`src/rtl/mux4_rr_arbiter_pkg.sv`:
```
// Shared definitions for the 4-way round-robin burst arbiter.
// State encodings, requester count and pointer reset value.
package mux4_rr_arbiter_pkg;

  localparam int NREQ = 4;

  localparam logic [1:0] PTR_RST = 2'd3;

  typedef enum logic {
    IDLE = 1'b0,
    BUSY = 1'b1
  } state_t;

endpackage

```
`src/rtl/mux4_rr_arbiter_mux4.sv`:
```
// Single-bit 4:1 mux built as a tree of 2:1 stages.
// Each leaf stage has its own select so callers may drive them apart.
module mux4_rr_arbiter_mux4 (
  input  logic [3:0] d,
  input  logic       s0a,
  input  logic       s0b,
  input  logic       s1,
  output logic       y
);

  logic lo;
  logic hi;

  assign lo = s0a ? d[1] : d[0];
  assign hi = s0b ? d[3] : d[2];
  assign y  = s1  ? hi   : lo;

endmodule

```
`src/rtl/mux4_rr_arbiter.sv`:
```
// Round-robin burst arbiter steering four valid/ready streams
// onto one output channel; grant locks until the last beat.
module mux4_rr_arbiter
  import mux4_rr_arbiter_pkg::*;
#(
  parameter int WIDTH = 8
) (
  input  logic                  clk,
  input  logic                  rst_n,
  input  logic [NREQ-1:0]       in_valid,
  input  logic [NREQ-1:0]       in_last,
  input  logic [NREQ*WIDTH-1:0] in_data,
  output logic [NREQ-1:0]       in_ready,
  output logic                  out_valid,
  output logic                  out_last,
  output logic [WIDTH-1:0]      out_data,
  input  logic                  out_ready,
  output logic [NREQ-1:0]       grant,
  output logic [1:0]            sel,
  output logic                  busy
);

  state_t          state_q;
  state_t          state_d;
  logic [NREQ-1:0] grant_q;
  logic [NREQ-1:0] grant_d;
  logic [1:0]      sel_q;
  logic [1:0]      sel_d;
  logic [1:0]      ptr_q;
  logic [1:0]      ptr_d;

  logic [WIDTH-1:0] mux_data;
  logic             mux_last;
  logic             xfer;
  logic             found;
  logic [1:0]       cand;

  for (genvar b = 0; b < WIDTH; b++) begin : g_data
    mux4_rr_arbiter_mux4 u_mux (
      .d   ({in_data[3*WIDTH+b],
             in_data[2*WIDTH+b],
             in_data[WIDTH+b],
             in_data[b]}),
      .s0a (sel_q[0]),
      .s0b (sel_q[0]),
      .s1  (sel_q[1]),
      .y   (mux_data[b])
    );
  end

  mux4_rr_arbiter_mux4 u_last (
    .d   (in_last),
    .s0a (sel_q[0]),
    .s0b (sel_q[0]),
    .s1  (sel_q[1]),
    .y   (mux_last)
  );

  assign busy      = (state_q == BUSY);
  assign grant     = grant_q;
  assign sel       = sel_q;
  assign out_data  = mux_data;
  assign out_valid = busy & in_valid[sel_q];
  assign out_last  = busy & mux_last;
  assign in_ready  = grant_q & {NREQ{busy & out_ready}};
  assign xfer      = out_valid & out_ready;

  always_comb begin
    state_d = state_q;
    grant_d = grant_q;
    sel_d   = sel_q;
    ptr_d   = ptr_q;
    found   = 1'b0;
    cand    = 2'd0;
    unique case (state_q)
      IDLE: begin
        // search ptr+1 .. ptr+4, wrapping
        for (int k = 1; k <= NREQ; k++) begin
          cand = ptr_q + 2'(k);
          if (!found && in_valid[cand]) begin
            found   = 1'b1;
            sel_d   = cand;
            grant_d = 4'b0001 << cand;
            state_d = BUSY;
          end
        end
      end
      BUSY: begin
        if (xfer && out_last) begin
          ptr_d   = sel_q;
          grant_d = '0;
          state_d = IDLE;
        end
      end
    endcase
  end

  always_ff @(posedge clk or negedge rst_n) begin
    if (!rst_n) begin
      state_q <= IDLE;
      grant_q <= '0;
      sel_q   <= 2'd0;
      ptr_q   <= PTR_RST;
    end else begin
      state_q <= state_d;
      grant_q <= grant_d;
      sel_q   <= sel_d;
      ptr_q   <= ptr_d;
    end
  end

endmodule

```
`config.mk`:
```
export PLATFORM = sky130hd
export DESIGN_NAME = mux4_rr_arbiter
export DESIGN_NICKNAME = d
export VERILOG_FILES = /design/src/rtl/mux4_rr_arbiter_pkg.sv /design/src/rtl/mux4_rr_arbiter_mux4.sv /design/src/rtl/mux4_rr_arbiter.sv
export SDC_FILE = /design/constraint.sdc
export NUM_CORES = 1
export LEC_CHECK = 0
export ABC_AREA = 0
export CORE_ASPECT_RATIO = 1.75
export CORE_MARGIN = 2
export CORE_UTILIZATION = 28
export DETAILED_ROUTE_END_ITERATION = 8
export PLACE_DENSITY = 0.74
export SLEW_MARGIN = 20
export SYNTH_ARGS = -nofsm -noshare
export SYNTH_HDL_FRONTEND = slang
export SYNTH_SLANG_ARGS = --single-unit
```
`constraint.sdc`:
```
create_clock -name clk -period 2.8 [get_ports clk]
set_input_delay 0.56 -clock clk [delete_from_list [all_inputs] [get_ports clk]]
set_output_delay 0.56 -clock clk [all_outputs]
set_load 0.05 [all_outputs]
```
==> results.json, run 1 <==
{
  "reg2reg_from": "sel[0]",
  "syn_avg_cell_area_um2": 12.0,
  "drive_above_1_share": 0.189,
  "power_mw": 1.62,
  "grt_pass1_vias": 824,
  "synthDistinctLibCells": 26,
  "syn_inst": 71,
  "holdPathStages": 2,
  "grt_setup_unrepaired": "false",
  "synth.area.top_cells": "mux4_1, dfrtp_1, buf_4",
  "cts_setup_buffers": 0,
  "routed_via_density": 5.43,
  "cts_tree": "done",
  "cp.depth": 4,
  "cts.sinks": 9,
  "place_inst": 151,
  "min_period_ns": 2.58,
  "whs_endpoint": "ptr_q[0]",
  "cts_hold_buf": 0,
  "ir_drop_mv": 0.716,
  "slew_violations": 0,
  "drc_errors": 0,
  "vias": 842,
  "coreArea_mm2": 0.00293,
  "arrival_ns": 2.02,
  "max-cap-violations": 0,
  "cts_buffers": 3,
  "antenna_found_initial": 0,
  "grt_pass1_wl_mm": 3.65,
  "wl_mm": 2.49,
  "path_cells": "clkdlybuf4s50_1 > mux4_1 > and2_1 > buf_4",
  "die_w_um": 45.7,
  "final.period_utilization": 0.921,
  "initial_utilization": 0.291,
  "cellPowerDensity_mw_per_mm2": 1110,
  "critPathMaxStageDelay_ns": 0.61,
  "fin_ws_ns": 0.221,
  "r2r_cells": 3,
  "die-area_mm2": 0.00352,
  "worstReg2RegEnd": "ptr_q[1]",
  "cts_root_buf": "clkbuf_8",
  "cp.required_ns": 2.24,
  "fin_nets": 171,
  "grt_start_max_net_pins": 14,
  "fin_cells": 155,
  "worstPathMaxFanout": 6,
  "cp.buffers_inverters": 2,
  "ant_nets": 0,
  "multi_input_area_um2": 526,
  "hold_viol_final": 0,
  "dp_hpwl_mm": 2.01,
  "syn_nets": 114,
  "synth-seq-cells": 9,
  "worstSetupPathType": "input port to output port",
  "place_congestion": 0.800,
  "antenna_cells": 0,
  "fmaxAchievable_mhz": 388,
  "min_from": "ptr_q[0]",
  "cts_resized": 0,
  "worstSkewPairLatency_ns": 0.23,
  "grt.total_usage": 0.138,
  "setup-tns-final_ns": 0,
  "seq_area_frac_synth": 0.267,
  "maxSlewHeadroom": 0.668,
  "drtIter0Drc": 20,
  "clkTransAtPathRegs_ns": 0.04,
  "routedWlPerCell_um": 16.1,
  "seqCellArea_um2": 228,
  "preCtsSetupSlack_ns": 0.208,
  "rrSetupSlack_ns": 1.02,
  "p_leak_nw": 0.620,
  "whs_ns": 0.530,
  "ioPinCount": 64,
  "h-tree-depth": 1,
  "synth_area_um2": 852,
  "final_cell_mix": "clkdlybuf4s50_1, buf_4, mux4_1, dfrtp_1",
  "synth_top_area_cell": "mux4_1",
  "setup_viol": 0,
  "tightestPinTransition_ns": 0.497,
  "final_common_cell": "clkdlybuf4s50_1",
  "die-height_um": 77.0,
  "area_growth_pct": 72.4,
  "grt-ovfl-total": 0,
  "dr.pass1.iters": 4,
  "port_buffers": 63,
  "yosysTopAreaCellShare": 0.278,
  "critPathSlowestCell": "mux4_1",
  "worstHoldPathType": "flop to flop",
  "crit_start": "in_valid[1]",
  "finalClockSkew_ns": 0.00119,
  "rows": 26,
  "cpLargestDelayFamily": "buffers and inverters",
  "fillCellCount": 261,
  "status": "finished clean",
  "yosys_warnings": 0,
  "start_kind": "input port",
  "cp-end-kind": "output port",
  "cts_buffer_depth": 2
}
state kept, by name (all words and copies together) (netlist names):
register	count
grant	4
sel	2
busy	1
ptr_q	2
logic make-up (layout without fill, tap and decap cells):
logic type | count (synthesis) | after routing | synth area share
AO/OA/AOI/OAI | 15 | 15 | 0.128
XOR/XNOR | 1 | 1 | 0.0103
AND/OR/NAND/NOR | 21 | 21 | 0.157
flip-flops | 9 | 9 | 0.267
buffers and inverters | 14 | 70 | 0.116
multiplexers | 11 | 11 | 0.322
worst max path at each step:
stage / endpoint
floorplan: out_valid
global placement: out_valid
detailed placement: out_valid
CTS: out_valid
global route: out_valid
finish: out_valid
where the power goes:
group / switching (mW) / leakage [nW] / total [mW] / internal [mW]
sequential: 0.106 / 0.108 / 0.304 / 0.199
clock: 0.0467 / 0.0228 / 0.145 / 0.0988
combinational: 0.704 / 0.490 / 1.17 / 0.471
layout make-up:
class | instances | area share
repair buffers | 64 | 0.428
multi-input cells | 48 | 0.358
flip-flops and latches | 9 | 0.155
clock buffers | 4 | 0.0307
well taps | 28 | 0.0239
inverters | 2 | 0.00511
through the flow:
step	cell area [um^2]	utilization
finish	1470	0.502
floorplan	852	-
detailed placement	1420	0.486
global placement	1420	0.486
global route	1470	0.502
CTS	1470	0.502
cells in the mapped netlist (all sizes together):
cell,n
buf,12
mux4,10
dfrtp,7
and3,5
o21ai,5
a32o,4
nor2b,4
nand2,3
nor2,3
a211o,2
and2,2
dfstp,2
inv,2
nand3,2
a21o,1
a21oi,1
a31oi,1
and4b,1
mux2,1
nand4,1
o21a,1
xnor2,1
worst register-to-register path: cells and delay by family, from the launching register on:
| family | cells | cell delay, ns |
|---|---|---|
| flip-flops | 1 | 0.52 |
| multiplexers | 2 | 1.00 |
| AND/OR/NAND/NOR | 1 | 0.19 |
metal layers:
layer	up-vias	share of wire	track usage
li1	391	-	-
met1	390	0.32	0.135
met2	59	0.52	0.255
met3	2	0.15	0.0518
met4	0	0.0060	0.0343
met5	-	0	0
Note: power is estimated with default switching activity, not from simulation.
==> run 2: changes to the inputs <==
--- a/config.mk
+++ b/config.mk
@@ -10,7 +10,8 @@
 export CORE_MARGIN = 2
 export CORE_UTILIZATION = 28
 export DETAILED_ROUTE_END_ITERATION = 8
-export PLACE_DENSITY = 0.74
+export PLACE_DENSITY = 0.77
+export SETUP_SLACK_MARGIN = 0.4
 export SLEW_MARGIN = 20
 export SYNTH_ARGS = -nofsm -noshare
 export SYNTH_HDL_FRONTEND = slang
==> constraint.sdc (replaced) <==
create_clock -name clk -period 2.3 [get_ports clk]
set_input_delay 0.46 -clock clk [delete_from_list [all_inputs] [get_ports clk]]
set_output_delay 0.46 -clock clk [all_outputs]
set_load 0.05 [all_outputs]
==> run 2 against run 1 <==
- utilization rose by 5.6 points
- register-to-register slack worse by 0.55 ns
- worst setup slack gained 0.053 ns
- non-clock buffer count increased by 14
- hold slack worse by 0.0033 ns
- sequential cell count unchanged
- clock skew increased by 0.00054 ns
- count of clock-buffer cells in the layout is the same
- critical path type is now flop to output port
- largest cell class unchanged
- highest routed layer unchanged
==> results.json, run 2 (synthesis results as in run 1) <==
{
  "status": "finished clean",
  "maxSlewHeadroom": 0.659,
  "largest_register_ffs": 4,
  "slew_violations": 0,
  "ant_nets": 0,
  "worstHoldPathType": "input port to async pin",
  "cp.required_ns": 1.84,
  "fillCellCount": 260,
  "drc_errors": 0,
  "p_seq_frac": 0.142,
  "grt-ovfl-total": 0,
  "hold_viol_final": 0,
  "initial_utilization": 0.291,
  "cts_root_buf": "clkbuf_8",
  "antenna_cells": 0,
  "drive_above_1_share": 0.369,
  "place_area_mm2": 0.00151,
  "fin_area_mm2": 0.00163,
  "start_kind": "flop",
  "coreArea_mm2": 0.00293,
  "worstSkewPairLatency_ns": 0.23,
  "path_cells": "buf_4 > mux4_2 > and2_4 > buf_8",
  "fin_nets": 185,
  "worstSetupPathType": "flop to output port",
  "grt_pass1_vias": 1001,
  "h-tree-depth": 1,
  "p_int_mw": 1.24,
  "min_period_ns": 2.03,
  "routed_via_density": 5.45,
  "final_cell_mix": "dlygate4sd2_1, buf_4, buf_8, mux4_2",
  "port_buffers": 63,
  "antenna_found_initial": 0,
  "grt_start_max_net_pins": 10,
  "die_w_um": 45.7,
  "dr.pass1.iters": 4,
  "preCtsSetupSlack_ns": 0.0557,
  "fmaxAchievable_mhz": 494,
  "max-cap-violations": 0,
  "tightestPinTransition_ns": 0.510,
  "cts_tree": "done",
  "finalClockSkew_ns": 0.00173,
  "worstPathMaxFanout": 4,
  "cts_buffers": 3,
  "cts.sinks": 9,
  "swShare": 0.478,
  "drtIter0Drc": 20,
  "rows": 26,
  "arrival_ns": 1.57,
  "power.switching_mw": 1.14,
  "die-area_mm2": 0.00352,
  "p_leak_nw": 0.776,
  "grt.total_usage": 0.161,
  "place_congestion": 0.840,
  "critPathMaxStageDelay_ns": 0.50,
  "cellPowerDensity_mw_per_mm2": 1460,
  "grt_setup_unrepaired": "true",
  "ir_drop_mv": 0.721,
  "setup_viol": 0,
  "vias": 921,
  "combPwrFrac": 0.782,
  "routedWlPerCell_um": 16.8,
  "clkTransAtPathRegs_ns": 0.04,
  "critPathSlowestCell": "mux4_2",
  "grt_pass1_wl_mm": 4.31,
  "final_common_cell": "dlygate4sd2_1",
  "cp-end-kind": "output port",
  "clkPwrFrac": 0.076,
  "wl_mm": 2.83,
  "die-height_um": 77.0,
  "utilization": 0.558,
  "setup-tns-final_ns": 0,
  "cts_buffer_depth": 2,
  "area_growth_pct": 91.8,
  "final.period_utilization": 0.881,
  "dp_hpwl_mm": 2.16,
  "ioPinCount": 64,
  "fin_ws_ns": 0.274
}
## run 2: cell count changes in the layout (fill, tap and decap cells not counted), moves of 3 or more
cell             change
mux4_2               +9
dlygate4sd2_1       +40
dlymetal6s2s_1       +3
mux4_1               -9
buf_8               +11
clkdlybuf4s50_1     -44
## run 2: cell type report
class,instances,area (um^2),area share
clock buffers,4,45.0,0.0276
multi-input cells,48,500,0.306
inverters,2,7.51,0.00459
well taps,28,35.0,0.0214
flip-flops and latches,9,230,0.141
repair buffers,78,816,0.499
## run 2: timing repair
action                                 CTS  global route
endpoints found under the hold margin    0             0
gates resized for setup                 75             5
hold buffers                             0             0
pin swaps                                2             0
setup endpoints to repair               11            17
cloned                                   1             0
setup buffers                            3             2
## run 2: worst paths after layout
kind / from / endpoint / slack, ns / depth (start not counted)
max: sel[0] / out_valid / 0.27 / 4
min: rst_n / busy / 0.53 / 1
max reg2reg: sel[0] / ptr_q[1] / 0.47 / 6
min reg2reg: ptr_q[0] / ptr_q[0] / 0.55 / 2
max in group asynchronous: rst_n / ptr_q[0] / 1.45 / 1
min in group clk: ptr_q[0] / ptr_q[0] / 0.55 / 2
## run 2: critical path: cells and delay by family (launching register included)
family | cells | cell delay (ns)
and+or+nand+nor | 1 | 0.16
DFF | 1 | 0.39
muxes | 1 | 0.50
buffers and inverters | 2 | 0.28
## run 2: power by group through the flow
stage | Clock, mW | Sequential [mW] | Combinational (mW)
2_1_floorplan | 0 | 0.434 | 1.03
3_3_place_gp | 0 | 0.335 | 1.52
3_5_place_dp | 0 | 0.341 | 1.54
4_1_cts | 0.186 | 0.340 | 1.86
5_1_grt | 0.198 | 0.351 | 1.94
6_report | 0.181 | 0.339 | 1.86
## run 2: through the flow
stage,hold WS (ns),power [mW],std cells
after global routing,0.554,2.49,169
final,0.527,2.38,169
after CTS,0.544,2.38,167
after global placement,0.512,1.86,159
after floorplan,0.164,1.47,71
after detailed placement,0.539,1.88,159
## run 2: routing by layer
metal  GRT usage  up-vias  share of wire
met5           0        -              0
met4      0.0514        0          0.017
met3      0.0518        8           0.13
met2       0.307       62           0.54
met1       0.145      441           0.31
li1            -      410              -
==> run 3: changes to the inputs <==
--- a/config.mk
+++ b/config.mk
@@ -7,10 +7,10 @@
 export LEC_CHECK = 0
 export ABC_AREA = 0
 export CORE_ASPECT_RATIO = 1.75
-export CORE_MARGIN = 2
+export CORE_MARGIN = 8
 export CORE_UTILIZATION = 28
 export DETAILED_ROUTE_END_ITERATION = 8
-export PLACE_DENSITY = 0.77
+export PLACE_DENSITY = 0.74
 export SETUP_SLACK_MARGIN = 0.4
 export SLEW_MARGIN = 20
 export SYNTH_ARGS = -nofsm -noshare
==> constraint.sdc (replaced) <==
create_clock -name clk -period 2 [get_ports clk]
set_input_delay 0.4 -clock clk [delete_from_list [all_inputs] [get_ports clk]]
set_output_delay 0.4 -clock clk [all_outputs]
set_load 0.05 [all_outputs]
==> run 3 against run 2 <==
- die area increased by 46%
- wire length increased by 5.6%
- critical endpoint unchanged
- critical path depth did not move
- utilization increased by 1.4 points
- clock power is 14% higher
- worst setup slack worse by 0.25 ns
- global-route usage decreased by 4.0 points
==> results.json, run 3 (synthesis results as in run 1) <==
{
  "fmaxAchievable_mhz": 507,
  "dr.pass1.iters": 4,
  "cts_hold_buf": 0,
  "cp-end-kind": "output port",
  "wl_mm": 2.99,
  "ant_nets": 0,
  "worstSkewPairLatency_ns": 0.23,
  "grt_start_max_net_pins": 11,
  "hold_viol_final": 0,
  "final_cell_mix": "clkdlybuf4s50_1, dlygate4sd2_1, buf_4, buf_6, mux4_2",
  "power_mw": 2.71,
  "cellPowerDensity_mw_per_mm2": 1620,
  "rows": 26,
  "antenna_cells": 0,
  "max-cap-violations": 0,
  "fin_ws_ns": 0.0264,
  "grt-ovfl-total": 0,
  "antenna_found_initial": 0,
  "arrival_ns": 1.57,
  "area_growth_pct": 96.5,
  "place_inst": 163,
  "clkTransAtPathRegs_ns": 0.04,
  "status": "finished clean",
  "initial_utilization": 0.291,
  "cts_tree": "done",
  "slew_violations": 0,
  "start_kind": "flop",
  "drc_errors": 0,
  "worstPathMaxFanout": 3,
  "place_congestion": 0.820,
  "cts.sinks": 9,
  "finalClockSkew_ns": 0.00204,
  "grt_pass1_wl_mm": 4.89,
  "cts_buffers": 3,
  "h-tree-depth": 1,
  "preCtsSetupSlack_ns": -0.133,
  "grt_setup_unrepaired": "true",
  "final_common_cell": "clkdlybuf4s50_1",
  "fin_area_mm2": 0.00167,
  "die-height_um": 89.0,
  "routed_via_density": 5.17,
  "port_buffers": 63,
  "drtIter0Drc": 23,
  "min_period_ns": 1.97,
  "setup_viol": 0,
  "p_leak_nw": 0.757,
  "cts_root_buf": "clkbuf_8",
  "die_w_um": 57.7,
  "worstHoldPathType": "input port to async pin",
  "maxSlewHeadroom": 0.673,
  "final.period_utilization": 0.987,
  "grt_pass1_vias": 981,
  "drive_above_1_share": 0.414,
  "cts_buffer_depth": 2,
  "grt.total_usage": 0.121,
  "worstSetupPathType": "flop to output port",
  "setup-tns-final_ns": 0,
  "tightestPinTransition_ns": 0.493,
  "coreArea_mm2": 0.00293,
  "fin_cells": 173,
  "die-area_mm2": 0.00513,
  "place_area_mm2": 0.00155,
  "largest_register_ffs": 4,
  "cp.required_ns": 1.60,
  "fin_nets": 189,
  "vias": 895,
  "routedWlPerCell_um": 17.3,
  "ioPinCount": 64,
  "dp_hpwl_mm": 2.54,
  "ir_drop_mv": 0.924
}
run 3: changes by cell type in the layout (fill, tap and decap cells not counted), sizes merged:
cell           previous run  this run
clkdlybuf4s50             5        25
dlygate4sd2              40        21
buf                      30        36
dlymetal6s2s              3         0
run 3: through the flow:
| stage | hold WS, ns | utilization |
|---|---|---|
| detailed placement | 0.519 | 0.531 |
| floorplan | 0.104 | - |
| global route | 0.498 | 0.572 |
| finish | 0.461 | 0.572 |
| CTS | 0.474 | 0.554 |
| global placement | 0.508 | 0.531 |
run 3: final timing paths:
check / depth (start not counted) / slack [ns] / startpoint / end
max in group asynchronous: 1 / 1.22 / rst_n / ptr_q[0]
max: 4 / 0.03 / sel[0] / out_valid
min reg2reg: 2 / 0.51 / ptr_q[0] / ptr_q[0]
min in group clk: 2 / 0.51 / ptr_q[0] / ptr_q[0]
max reg2reg: 7 / 0.16 / sel[0] / ptr_q[1]
min: 1 / 0.46 / rst_n / grant[0]
run 3: critical path, cell delays in order (launching register included):
cell,delay [ns]
dfrtp_2,0.39
buf_6,0.11
mux4_2,0.52
and2_4,0.18
buf_8,0.14
run 3: final cells by class:
type | instances | area, um^2
sequential | 9 | 230
multi-input combinational | 48 | 510
inverter | 2 | 7.51
fill | 261 | 1250
clock buffer | 4 | 45.0
tap | 28 | 35.0
timing repair buffer | 82 | 846
run 3: layer usage:
metal	vias up	global-route usage	part of all wire
met1	426	0.128	0.39
met5	-	0	0
met3	2	0.0317	0.088
met4	0	0.0336	0.0070
li1	419	-	-
met2	48	0.228	0.51
run 3: report_power, final:
| part | leakage, nW | internal (mW) | switching [mW] |
|---|---|---|---|
| Combinational | 0.628 | 0.988 | 1.12 |
| Clock | 0.0228 | 0.139 | 0.0682 |
| Sequential | 0.106 | 0.283 | 0.109 |
run 3: what timing repair did:
item / CTS / global route
endpoints found under the setup margin: 26 / 17
pin swaps: 0 / 1
gates resized for setup: 39 / 13
cloned: 0 / 0
buffers inserted: 3 / 3
